### config.mk
export PLATFORM = sky130hd
export DESIGN_NAME = cfg_chain_loader
export DESIGN_NICKNAME = d
export VERILOG_FILES = /design/src/rtl/cfg_chain_loader.sv
export SDC_FILE = /design/constraint.sdc
export NUM_CORES = 1
export LEC_CHECK = 0
export ABC_AREA = 1
export BUFFER_PORTS_ARGS = -buffer_cell sky130_fd_sc_hd__buf_2
export CAP_MARGIN = 25
export CORE_MARGIN = 4
export CORE_UTILIZATION = 51
export CTS_CLUSTER_SIZE = 24
export DETAILED_ROUTE_END_ITERATION = 10
export PLACE_DENSITY = 0.71
export SETUP_SLACK_MARGIN = 0.15
export SKIP_LAST_GASP = 1
export SLEW_MARGIN = 10
export SYNTH_ARGS = -nofsm -noshare
export SYNTH_HDL_FRONTEND = slang
export SYNTH_SLANG_ARGS = --single-unit
### constraint.sdc
create_clock -name prog_clk -period 2.8 [get_ports prog_clk]
set_input_delay 0.28 -clock prog_clk [delete_from_list [all_inputs] [get_ports prog_clk]]
set_output_delay 0.28 -clock prog_clk [all_outputs]
set_load 0.02 [all_outputs]
### src/rtl/cfg_chain_loader.sv
// cfg_chain_loader
//
// Word-to-serial configuration loader for the head of the configuration
// shift chain. Words arrive over a valid/ready port and are shifted into the
// chain MSB-first. The chain is then rotated once through its output register
// so the load can be checked. The check compares the CRC-16-CCITT of the
// driven bit stream with the CRC of the returned bit stream. Chain shifting is
// gated through prog_clk_en, which feeds the integration clock gate.
//
// Parameters
//   WORD_W     configuration word width
//   CHAIN_LEN  configuration bits in the chain (excluding its output register)
//
// Ports
//   prog_clk     in   loader clock (chain clock = prog_clk gated by prog_clk_en)
//   reset        in   asynchronous, active-low reset
//   start        in   single-cycle load request, sampled only in IDLE
//   cfg_data     in   configuration word, bit WORD_W-1 shifted first
//   cfg_valid    in   cfg_data valid
//   cfg_ready    out  loader accepts a word this cycle
//   fpga_head    out  serial bit into the chain
//   prog_clk_en  out  chain shifts on the next prog_clk edge
//   fpga_tail    in   serial bit out of the chain (registered in the chain)
//   busy         out  LOAD or VERIFY in progress
//   done         out  one-cycle pulse at the end of VERIFY
//   pass         out  last verify matched; valid from done until next start
//   load_crc     out  CRC of the last loaded bit stream

module cfg_chain_loader #(
    parameter int WORD_W    = 32,
    parameter int CHAIN_LEN = 64
) (
    input  logic              prog_clk,
    input  logic              reset,
    input  logic              start,
    input  logic [WORD_W-1:0] cfg_data,
    input  logic              cfg_valid,
    output logic              cfg_ready,
    output logic              fpga_head,
    output logic              prog_clk_en,
    input  logic              fpga_tail,
    output logic              busy,
    output logic              done,
    output logic              pass,
    output logic [15:0]       load_crc
);

    // Counter width must hold both CHAIN_LEN and WORD_W.
    localparam int MAX_V = (CHAIN_LEN > WORD_W) ? CHAIN_LEN : WORD_W;
    localparam int CW    = $clog2(MAX_V + 2);
    localparam int BW    = $clog2(WORD_W + 1);

    localparam logic [CW-1:0] CHAIN_LEN_C = CW'(CHAIN_LEN);
    localparam logic [CW-1:0] LAST_BIT_C  = CW'(CHAIN_LEN - 1);
    localparam logic [CW-1:0] WORD_W_C    = CW'(WORD_W);
    localparam logic [BW-1:0] ONE_B       = BW'(1);
    localparam logic [CW-1:0] ONE_C       = CW'(1);
    localparam logic [15:0]   CRC_POLY    = 16'h1021;
    localparam logic [15:0]   CRC_INIT    = 16'hFFFF;

    typedef enum logic [1:0] {
        ST_IDLE,
        ST_LOAD,
        ST_VERIFY
    } state_t;

    state_t            state_q;
    state_t            state_d;

    logic [WORD_W-1:0] buf_q;
    logic [BW-1:0]     buf_cnt_q;
    logic [CW-1:0]     acc_cnt_q;
    logic [CW-1:0]     bit_cnt_q;
    logic [15:0]       load_crc_run_q;
    logic [15:0]       rb_crc_q;
    logic              pass_q;
    logic              done_q;
    logic [15:0]       load_crc_q;

    logic              buf_has_bit;
    logic              accept;
    logic [CW-1:0]     remaining;
    logic [CW-1:0]     take_bits;
    logic [15:0]       rb_crc_next;

    // Serial CRC-16-CCITT step, MSB-first, no reflection.
    function automatic logic [15:0] crc_step(input logic [15:0] crc, input logic din);
        logic fb;
        fb = crc[15] ^ din;
        crc_step = {crc[14:0], 1'b0} ^ (fb ? CRC_POLY : 16'h0000);
    endfunction

    always_ff @(posedge prog_clk or negedge reset) begin
        if (!reset) begin
            state_q <= ST_IDLE;
        end else begin
            state_q <= state_d;
        end
    end

    // Next-state and chain-side outputs.
    // cfg_ready is also raised when the buffer holds its final bit, because
    // that bit leaves on this edge. This lets the next word land without a
    // bubble. The LOAD exit is taken on the edge that shifts the last chain
    // bit, so VERIFY starts immediately.
    always_comb begin
        state_d     = state_q;
        cfg_ready   = 1'b0;
        fpga_head   = 1'b0;
        prog_clk_en = 1'b0;
        buf_has_bit = (buf_cnt_q != '0);
        remaining   = CHAIN_LEN_C - acc_cnt_q;
        take_bits   = (remaining > WORD_W_C) ? WORD_W_C : remaining;

        case (state_q)
            ST_IDLE: begin
                if (start) begin
                    state_d = ST_LOAD;
                end
            end
            ST_LOAD: begin
                cfg_ready   = ((buf_cnt_q == '0) || (buf_cnt_q == ONE_B)) &&
                              (acc_cnt_q < CHAIN_LEN_C);
                fpga_head   = buf_q[WORD_W-1];
                prog_clk_en = buf_has_bit;
                if (buf_has_bit && (bit_cnt_q == LAST_BIT_C)) begin
                    state_d = ST_VERIFY;
                end
            end
            ST_VERIFY: begin
                prog_clk_en = 1'b1;
                fpga_head   = fpga_tail;
                if (bit_cnt_q == CHAIN_LEN_C) begin
                    state_d = ST_IDLE;
                end
            end
            default: begin
                state_d = ST_IDLE;
            end
        endcase
    end

    assign accept = cfg_ready & cfg_valid;

    // The first returned bit is the stale output register of the chain.
    // It is therefore excluded from the readback CRC.
    always_comb begin
        rb_crc_next = rb_crc_q;
        if (bit_cnt_q != '0) begin
            rb_crc_next = crc_step(rb_crc_q, fpga_tail);
        end
    end

    // Datapath: word buffer, bit counters and CRCs.
    // The final word is loaded whole, but its count is clipped to the bits the
    // chain still needs. Its low-order bits are therefore never shifted out.
    // bit_cnt is reused as the VERIFY cycle counter: it wraps to 0 on the LOAD
    // exit edge.
    always_ff @(posedge prog_clk or negedge reset) begin
        if (!reset) begin
            buf_q          <= '0;
            buf_cnt_q      <= '0;
            acc_cnt_q      <= '0;
            bit_cnt_q      <= '0;
            load_crc_run_q <= '0;
            rb_crc_q       <= '0;
            pass_q         <= 1'b0;
            done_q         <= 1'b0;
            load_crc_q     <= '0;
        end else begin
            done_q <= 1'b0;
            case (state_q)
                ST_IDLE: begin
                    if (start) begin
                        buf_q          <= '0;
                        buf_cnt_q      <= '0;
                        acc_cnt_q      <= '0;
                        bit_cnt_q      <= '0;
                        load_crc_run_q <= CRC_INIT;
                        rb_crc_q       <= CRC_INIT;
                        pass_q         <= 1'b0;
                    end
                end
                ST_LOAD: begin
                    if (accept) begin
                        buf_q     <= cfg_data;
                        buf_cnt_q <= BW'(take_bits);
                        acc_cnt_q <= acc_cnt_q + take_bits;
                    end else if (buf_has_bit) begin
                        buf_q     <= buf_q << 1;
                        buf_cnt_q <= buf_cnt_q - ONE_B;
                    end
                    if (buf_has_bit) begin
                        bit_cnt_q      <= (bit_cnt_q == LAST_BIT_C) ? '0 : bit_cnt_q + ONE_C;
                        load_crc_run_q <= crc_step(load_crc_run_q, buf_q[WORD_W-1]);
                    end
                end
                ST_VERIFY: begin
                    bit_cnt_q <= bit_cnt_q + ONE_C;
                    rb_crc_q  <= rb_crc_next;
                    if (bit_cnt_q == CHAIN_LEN_C) begin
                        done_q     <= 1'b1;
                        pass_q     <= (rb_crc_next == load_crc_run_q);
                        load_crc_q <= load_crc_run_q;
                    end
                end
                default: begin
                    done_q <= 1'b0;
                end
            endcase
        end
    end

    assign busy     = (state_q != ST_IDLE);
    assign done     = done_q;
    assign pass     = pass_q;
    assign load_crc = load_crc_q;

endmodule

==> run summary, run 1 <==
The flow ran to the end, and the final reports show no timing, DRC or antenna violations. The aggregate global routing overflow is 0, and the number of flip-flops and latches in the synthesized netlist is 104. The area share of the largest cell type after synthesis was 0.459. Proportion of layout cells with a drive suffix above 1: 0.141. STA classifies the critical path endpoint as a flop.

The distinct cell type count after synthesis was 44. The worst setup path is launched from a flop. Number of buffers added for setup after CTS: 0. The number of core rows was 38. The post-detailed-placement half-perimeter wirelength was 9360 um; the effective utilization at floorplan was 0.523.

The class of the tightest hold or removal check was in2reg. For the number of global-route vias before repair, the log shows 4630. The first detailed-routing pass ran for 5 iterations. The die is 113 um wide. TritonCTS built the clock tree. The per-instance average area after synthesis was 7.83 um^2; the number of primary I/O pins was 59. In this run the worst setup path begins at acc_cnt_q[1]. The clock tree synthesis step divided the H-tree into 3 levels.

The congestion estimate from routability-driven global placement came to 0.854. The tool flagged a number of max-cap violations equal to 0. The number of antenna diodes came out at 0.

After routing, the total negative slack on setup checks comes to 0 ps. The number of nets in the final layout is 829. Among all flip-flop cells after synthesis, the most frequent one is dfrtp_1. In this run the critical register-to-register path is launched from acc_cnt_q[1].

Setup violations remaining at the end of the flow were counted as 0. The data arrival time of the critical path is 2770 ps, and the core region area is 0.0108 mm^2. The run gives 315 as the number of DRC markers in iteration 0. The logs give 0.579 for the post-layout utilization of the core and 306 ps for the final critical-path setup slack.

The tools report the floorplan die area as 0.0129 mm^2. For the initial antenna violation count, the log shows 0. The measured slew at the worst slew-check pin was 701 ps; the total power of the final layout was 6.37 mW. The synthesized netlist occupies a cell area of 0.00567 mm^2.

The tools report the root buffer cell as clkbuf_8. The number of standard cells after synthesis is 724, and the DRC violation count after routing is 0. The maximum root-to-sink buffer count came out at 2. For this run, the top clock speed supported by timing is 401 MHz.

In this run, synthesis inferred 0 flip-flops with an integrated enable. The first global-routing pass estimated 22000 um of wire. Summed over all instances, the cell type with the most area after synthesis is dfrtp_1. The clock reaches the later pin of the worst-skew pair after 380 ps. The overall die height is 113 um, and the overall via count from detail_route is 4872. Buffers placed on the I/O ports in this run total 58.

Total wirelength of the detailed-routed design: 12900 um. The startpoint identified for the worst hold timing path is cfg_data[0]. The count of antenna-violating nets left after detailed routing is 0.

The number of clock sinks seen by CTS is 104. The number of vias per cell after detailed routing was 5.28; the synthesis-to-finish area growth was 10.7%. Worst slew margin relative to its limit: 0.532. The leakage component of the power is 2.98 nW, and the final clock period utilization by the worst path is 0.891.

The total routing resource utilization after global routing was 0.209. The final-report hold violation count is 0. Across the routed clock network, the largest skew measured is 9.30 ps. Synthesis produced a netlist with a net count of 776. Setup repair after global routing could not meet its margin everywhere. In this run, CTS created clock tree buffers numbering 9.

The critical path is of the reg2reg type. Final routed wire length divided by cell count: 14.0 um. The tools report the pre-CTS setup slack as 185 ps. Along the worst path, the maximum fanout reaches 7.

Time the final worst path needs with I/O delays and setup: 2490 ps. By count the netlist is led by nand2_1 (158), o21ai_0 (129), inv_1 (115), dfrtp_1 (104), nor2_1 (35). After synthesis, the cell types taking the most area are dfrtp_1 (46%), o21ai_0 (11%), nand2_1 (10%). Entering global routing, the biggest net connects 77 pins. Final count of pins violating max slew: 0. The proportion of synthesized flip-flops having asynchronous set or reset was 1.00.

Dividing total power by cell area gives a power density of 1010 mW/mm^2. The tools report the count of warnings emitted by yosys as 0. Clock-pin slew was measured on the worst setup and hold paths at 100 ps. The largest vdd supply drop is 0.663 mV, and the post-synthesis sequential area ratio is 0.459.

By instance count, the leading cell after synthesis is nand2_1. For the worst setup path, the data required time is 3080 ps.
==> cells by family (layout without fill, tap and decap cells) <==
logic type / Yosys count / count (layout) / synth area share
and+or+nand+nor: 246 / 246 / 0.188
AOI/OAI and AO/OA: 199 / 199 / 0.190
buffers and inverters: 147 / 205 / 0.110
DFF: 104 / 104 / 0.459
adders and majority gates: 15 / 15 / 0.0331
xor gates and xnor gates: 12 / 12 / 0.0185
muxes: 1 / 1 / 0.00199
==> where the power goes <==
part | switching, mW | leakage, nW | total, mW | internal (mW)
Clock | 0.532 | 0.0707 | 0.856 | 0.325
Combinational | 2.26 | 1.60 | 3.31 | 1.05
Sequential | 0.247 | 1.31 | 2.20 | 1.95
Total | 3.04 | 2.98 | 6.37 | 3.32
==> placed cells by master, fill, tap and decap left out, types with 3 or more instances in the layout <==
cell type,instances
clkinvlp_4,5
nor2_1,33
nand4_1,10
nand2_1,158
clkbuf_8,9
o21ai_1,10
ha_1,14
inv_1,114
inv_2,4
buf_2,57
o22ai_1,20
buf_4,11
nor2_2,5
o211ai_1,3
dfrtp_1,104
a21oi_1,26
xor2_1,11
o21ai_0,129
nor3_1,7
nand3_1,19
==> final timing paths <==
check | end | slack, ps | cells past startpoint
min in group asynchronous | buf_q[11] | 460 | 2
hold / removal | buf_q[0] | 130 | 3
max in group asynchronous | load_crc_run_q[8] | 1610 | 3
setup / recovery | acc_cnt_q[6] | 310 | 19
setup reg to reg | acc_cnt_q[6] | 310 | 19
hold reg to reg | load_crc[13] | 490 | 2
==> registers in the layout (all words and copies together), names as in the netlist <==
| name | flops |
|---|---|
| done | 1 |
| rb_crc_q | 16 |
| acc_cnt_q | 7 |
| load_crc | 16 |
| buf_cnt_q | 6 |
| state_q | 2 |
| pass | 1 |
| buf_q | 32 |
| load_crc_run_q | 16 |
| bit_cnt_q | 7 |
==> critical path: stages (launching register included) <==
cell	delay (ps)
dfrtp_1	420
inv_1	150
ha_4	190
inv_1	60
nand2_1	70
a21boi_0	90
nand3_1	80
nand2_1	100
nand2_1	110
inv_1	70
nand2_1	90
inv_1	50
ha_1	350
nand2_1	80
inv_1	80
nand4_1	100
nand3_1	90
nand2_1	70
nor2_1	100
nor2_1	50
==> what timing repair did <==
action	CTS	global route
setup endpoints to repair	0	5
gates resized for setup	0	5
endpoints found under the hold margin	49	0
hold buffers	1	0
==> area by class of cell <==
type                       count  area, um^2
clock buffer                  10         128
clock inverter                 6        46.3
fill                        1027        4560
inverter                     118         443
multi-input combinational    473        2460
sequential                   104        2600
tap                          140         175
timing repair buffer          71         418
==> metrics by stage <==
| step | std cells | hold WS [ps] | instance area (um^2) |
|---|---|---|---|
| floorplan | 724 | -15.6 | 5670 |
| CTS | 922 | 127 | 6260 |
| detailed placement | 905 | 361 | 6070 |
| global placement | 905 | 352 | 6070 |
| global route | 922 | 130 | 6280 |
| finish | 922 | 132 | 6280 |
==> metal layers <==
| metal | share of wire | global-route usage |
|---|---|---|
| met1 | 0.45 | 0.283 |
| met2 | 0.49 | 0.348 |
| met3 | 0.050 | 0.0371 |
| met4 | 0.0088 | 0.0585 |
| met5 | 0 | 0 |
No activity file was read; power rests on OpenSTA's default activity.
==> run 2: changes to the inputs <==
Settings changed: CTS_BUF_LIST set to sky130_fd_sc_hd__clkbuf_16.
==> run summary, run 2 (synthesis results as in run 1) <==
The flow ran to the end, and the final reports show no timing, DRC or antenna violations. The leakage component of the power is 3.03 nW, and the number of buffers created by CTS is 9. The endpoint of the worst register-to-register path was acc_cnt_q[6]. The worst register-to-register path begins at acc_cnt_q[1]. Counting every sink on the clock net gives 104.

The startpoint-to-endpoint class of the critical path is reg2reg. From left edge to right edge, the die measures 113 um. The proportion of layout cells with a drive suffix above 1 is 0.141. The floorplan die area is 0.0129 mm^2, and the data arrival time of the critical path is 2740 ps. Dividing total power by cell area gives a power density of 1050 mW/mm^2. The logs give 300 ps for the setup slack of the worst register-to-register path and 0.535 for the worst slew margin relative to its limit. For this run, design rule violations remaining after detail routing come to 0. The number of core rows came out at 38. The signal on the critical path passes through inv_1 > ha_4 > inv_1 > nand2_1 > a21boi_0 > nand3_1 > nand2_1 > nand2_1 > inv_1 > nand2_1 > inv_1 > ha_1 > nand2_1 > inv_1 > nand4_1 > nand3_1 > nand2_1 > nor2_1 > nor2_1. The final count of pins violating max slew is 0. TritonCTS built the clock tree. Setup repair after global routing could not meet its margin everywhere. Input and output buffers added on the ports amount to 58. The largest individual stage delay along the critical path comes from the cell dfrtp_1. The sum of buffers and inverters on the critical path came out at 5.

The number of search-and-repair iterations in the first detailed-routing pass is 5. The class of the tightest hold or removal check is in2reg. The number of nets in the final layout is 829, and the total wirelength of the detailed-routed design is 13000 um. The path depth of the worst reg2reg path is 19, and the delay of the slowest critical-path stage is 410 ps. On the critical path the largest part of the delay comes from simple AND/OR/NAND/NOR gates. For the core region area, the log shows 0.0108 mm^2. The total power of the final layout is 6.69 mW. The number of global-route vias before repair is 4657. The number of DRC markers in iteration 0 was 290; the largest fanout on the critical path was 7. The endpoint required time on the critical path was 3040 ps.

The type of element launching the critical path is a flop. Entering global routing, the biggest net connects 77 pins. The clock-pin slew reported for the worst setup and hold paths after clock tree synthesis came out at 70 ps. At the end of routability-driven placement, the weighted congestion stood at 0.854. The maximum root-to-sink buffer count is 2, and the number of primary I/O pins is 59. The repair_antennas step left the layout with diodes totalling 0.

The clock tree synthesis step divided the H-tree into 3 levels. The initial antenna violation count is 0, and the overall die height is 113 um. Global routing finished with a remaining overflow of 0. The logs give 400 MHz for the achievable clock frequency and 0 ps for the sum of negative setup slack. The run gives 0.211 as the total routing resource utilization after global routing.

The time the final worst path needs with I/O delays and setup was 2500 ps; the synthesis-to-finish area growth was 12.5%. The top cell types in the final layout, fill and taps aside, are nand2_1 (158), o21ai_0 (129), inv_1 (115), dfrtp_1 (104), buf_2 (57). Counting stages on the worst path, the most repeated cell is nand2_1. The leading cell type in the layout, fill and taps excluded was nand2_1.

In the routed layout, each cell is associated on average with a via count of 5.29. Ranked by flip-flop count, first place goes to buf_q. The tree is rooted in a clkbuf_16. The effective utilization at floorplan came out at 0.523. Counting instances, the worst hold path has a depth of 3. The later pin in the worst-skew pair is clocked with a latency of 350 ps. The final routed wire length divided by cell count works out to 14.1 um. The logs give 0 for the final-report hold violation count and 0 for the count of antenna-violating nets left after detailed routing. STA classifies the critical path endpoint as a flop. The total of max-cap violations was 0. The routed layout has 4873 vias.

The final clock period utilization by the worst path was 0.892; the global-route wire length before repair was 22000 um. The register with the most flip-flops in the layout has 32 of them. The measured slew at the worst slew-check pin is 696 ps, and the setup-violating endpoint count in the final report is 0. For hold timing, the worst endpoint is buf_q[0]. The post-detailed-placement half-perimeter wirelength was 9360 um. The largest vdd supply drop is 0.685 mV.

Clock skew on the completed layout was measured at 6.92 ps. The worst hold path begins at cfg_data[0].
-- run 2: metal layers --
layer	wire (um)	track usage	share of wire	vias to the layer above
li1	-	-	-	2446
met2	6210	0.342	0.48	106
met3	575	0.0403	0.044	17
met5	0	0	0	-
met1	5980	0.284	0.46	2304
met4	222	0.0753	0.017	0
-- run 2: how the worst max path moves through the flow --
| stage | start | to | cells past startpoint |
|---|---|---|---|
| finish | acc_cnt_q[1] | acc_cnt_q[6] | 19 |
| detailed placement | acc_cnt_q[0] | acc_cnt_q[6] | 19 |
| global route | acc_cnt_q[1] | acc_cnt_q[6] | 20 |
| global placement | acc_cnt_q[0] | acc_cnt_q[6] | 20 |
| floorplan | acc_cnt_q[0] | acc_cnt_q[6] | 19 |
| CTS | acc_cnt_q[0] | acc_cnt_q[6] | 19 |
-- run 2: layout make-up --
type / count / area [um^2]
sequential: 104 / 2600
clock inverter: 7 / 50.0
clock buffer: 9 / 225
timing repair buffer: 71 / 418
inverter: 118 / 443
fill: 1018 / 4460
multi-input combinational: 473 / 2460
tap: 140 / 175
-- run 2: repair_timing --
action | 4_1_cts | 5_1_grt
hold buffers | 1 | 0
buffers inserted | 0 | 0
hold endpoints to repair | 49 | 0
gates resized for setup | 0 | 5
setup endpoints to repair | 0 | 5
-- run 2: through the flow --
step | instance area (um^2) | util | setup slack (ps) | cells | hold slack (ps)
5_1_grt | 6380 | 0.588 | 46.3 | 922 | 167
6_report | 6380 | 0.588 | 302 | 922 | 166
2_1_floorplan | 5670 | - | 536 | 724 | -15.6
3_3_place_gp | 6070 | 0.560 | 336 | 905 | 352
4_1_cts | 6360 | 0.587 | 163 | 922 | 159
3_5_place_dp | 6070 | 0.560 | 185 | 905 | 361
-- run 2: power breakdown --
group,switching (mW),internal [mW]
Clock,0.568,0.601
Sequential,0.245,1.95
Combinational,2.27,1.05
-- run 2: worst reg2reg max path, cell delays in order (launching register included) --
cell and delay (ps):
dfrtp_1 410, inv_1 160, ha_4 190, inv_1 60, nand2_1 70, a21boi_0 90
nand3_1 80, nand2_1 100, nand2_1 110, inv_1 70, nand2_1 90, inv_1 50
ha_1 350, nand2_1 80, inv_1 80, nand4_1 100, nand3_1 90, nand2_1 70
nor2_1 100, nor2_1 50
==> run 3: changes to the inputs <==
Clock period 2.8 ns to 2.55 ns, I/O delays scaled along.
==> run summary, run 3 (synthesis results as in run 1) <==
The number of primary I/O pins was 59. The largest net degree at the start of global routing was 55. In this run, the number of DRC markers left after iteration 0 of detailed routing was 345. The repair_antennas step left the layout with diodes totalling 0.

Number of vias per cell after detailed routing: 5.42. In this run the horizontal extent of the chip is 113 um. For this block, the via count after detailed routing is 5043.

The leading cell type in the layout, fill and taps excluded was nand2_1. On the final layout, the worst clock skew is 8.73 ps. Among all stages on the critical path, the largest delay is contributed by dfrtp_1. The critical path goes through inv_1 > ha_1 > inv_2 > buf_4 > or2_2 > a21oi_2 > buf_4. The logs give 2 for the maximum root-to-sink buffer count and 0.00613 mm^2 for the post-place instance area.

After clock tree synthesis, the clock-pin slew on the worst setup and hold paths is 70 ps. The largest fanout on the critical path is 23, and the initial antenna violation count is 0. The sum of negative setup slack is 0 ps. The final count of pins violating max slew came out at 0. The number of filler instances in the final layout was 970. The critical path in this run is classified as reg2out. The final design area excluding fillers was 0.00661 mm^2. The overall die height was 113 um. Setup repair after global routing could not meet its margin everywhere.

For the worst setup path, the data required time is 2300 ps. TritonCTS built the clock tree. The tools report the total wirelength of the detailed-routed design as 14100 um. STA classifies the critical path endpoint as an output pin. Counting I/O delays and the setup requirement, the final critical path takes 2300 ps. The flow ran to the end, and the final reports show no timing, DRC or antenna violations.

The measured slew at the worst slew-check pin is 603 ps. The congestion estimate from routability-driven global placement came to 0.860. In the routed design, unresolved DRC markers number 0. The logs give 104 for the number of clock sinks seen by CTS and 0.523 for the effective utilization at floorplan. The total power per unit cell area is 1170 mW/mm^2. The register bank with the most flops was buf_q. The number of levels the H-tree was split into is 3, and the achievable clock frequency is 435 MHz. The tool flagged a number of max-cap violations equal to 0. The data arrival time of the critical path was 2040 ps. Summed over all layers, the global routing overflow is 0.

Counting both buffers and inverters, the worst setup path holds a total of 4. The first global-routing pass estimated 23600 um of wire. The final layout contains 840 nets. IR analysis of the VDD net gives a maximum drop of 0.617 mV.

At the later pin of the worst-skew pair, clock insertion delay measures 360 ps. The post-detailed-placement half-perimeter wirelength is 9930 um, and the final routed wire length divided by cell count is 15.1 um. Input and output buffers added on the ports amount to 58. The kind of cell with the highest combined delay along the critical path is buffers and inverters. The core region area is 0.0108 mm^2. For this run, the detailed router's first-pass iteration total came to 5. The number of core rows came out at 38. The final clock period utilization by the worst path came out at 0.901.

The total routing resource utilization after global routing was 0.227. The run gives 0.0129 mm^2 as the floorplan die area. The proportion of layout cells with a drive suffix above 1 came out at 0.192.

The area growth from synthesis to layout is 16.5%. Clock tree synthesis selected as its root buffer the cell clkbuf_16. The tools report the number of global-route vias before repair as 5036. The tools report the final-report hold violation count as 0.

The register with the most flip-flops in the layout has 32 of them. The worst slew margin relative to its limit came out at 0.598. The class of the tightest hold or removal check was in2reg.

The library cells used most frequently in the layout, excluding fill and tap cells, are nand2_1 (147), o21ai_0 (128), inv_1 (105), dfrtp_1 (103), buf_2 (56). In this run the remaining antenna-violating nets after routing total 0. STA classifies the critical path startpoint as a flop. The delay of the slowest critical-path stage came out at 410 ps. In this run the static leakage power is 3.10 nW. The run gives 9 as the number of buffers created by CTS. The most used cell along the critical path was buf_4.

The setup-violating endpoint count in the final report is 0.
run 3: worst paths after layout:
kind | start | endpoint | slack, ps | depth (start not counted)
max reg2reg | acc_cnt_q[1] | acc_cnt_q[6] | 260 | 20
min reg2reg | load_crc[1] | load_crc[1] | 490 | 2
min in group asynchronous | reset | buf_q[10] | 450 | 2
max | state_q[1] | prog_clk_en | 250 | 7
max in group asynchronous | reset | bit_cnt_q[5] | 1410 | 3
min | cfg_data[0] | buf_q[0] | 130 | 3
run 3: power breakdown:
part | switching [mW] | internal, mW | leakage, nW
Combinational | 2.68 | 1.35 | 1.67
Clock | 0.624 | 0.651 | 0.119
Sequential | 0.273 | 2.14 | 1.31
run 3: metal layers:
layer	global-route usage	routed length, um
met1	0.297	6230
met2	0.369	6780
met3	0.0377	671
met4	0.108	383
met5	0	0
run 3: repair_timing:
item	in CTS	in global routing
gates resized for setup	5	47
hold buffers	1	0
buffers inserted	0	2
hold endpoints to repair	42	0
pin swaps	0	12
endpoints found under the setup margin	3	56
cloned	0	2
run 3: area by class of cell:
cell class,instances,area [um^2],area share
clock buffers,9,225,0.0341
clock inverters,5,36.3,0.00549
inverters,118,453,0.0685
multi-input cells,473,2580,0.391
flip-flops and latches,104,2600,0.394
well taps,140,175,0.0265
repair buffers,81,524,0.0793
repair inverters,1,7.51,0.00114
run 3: worst min-delay path, cell delays in order:
cell and delay (ps):
buf_2 80, nand3_2 60, o21ai_2 50
run 3: stage by stage:
step / setup slack (ps) / cells / power (mW) / utilization / hold slack, ps
6_report: 251 / 931 / 7.72 / 0.610 / 126
5_1_grt: 63.5 / 931 / 8.41 / 0.610 / 118
4_1_cts: 154 / 927 / 7.47 / 0.592 / 122
3_5_place_dp: 28.2 / 912 / 6.17 / 0.565 / 304
3_3_place_gp: 141 / 912 / 6.05 / 0.565 / 299
2_1_floorplan: 286 / 724 / 5.27 / - / -40.6
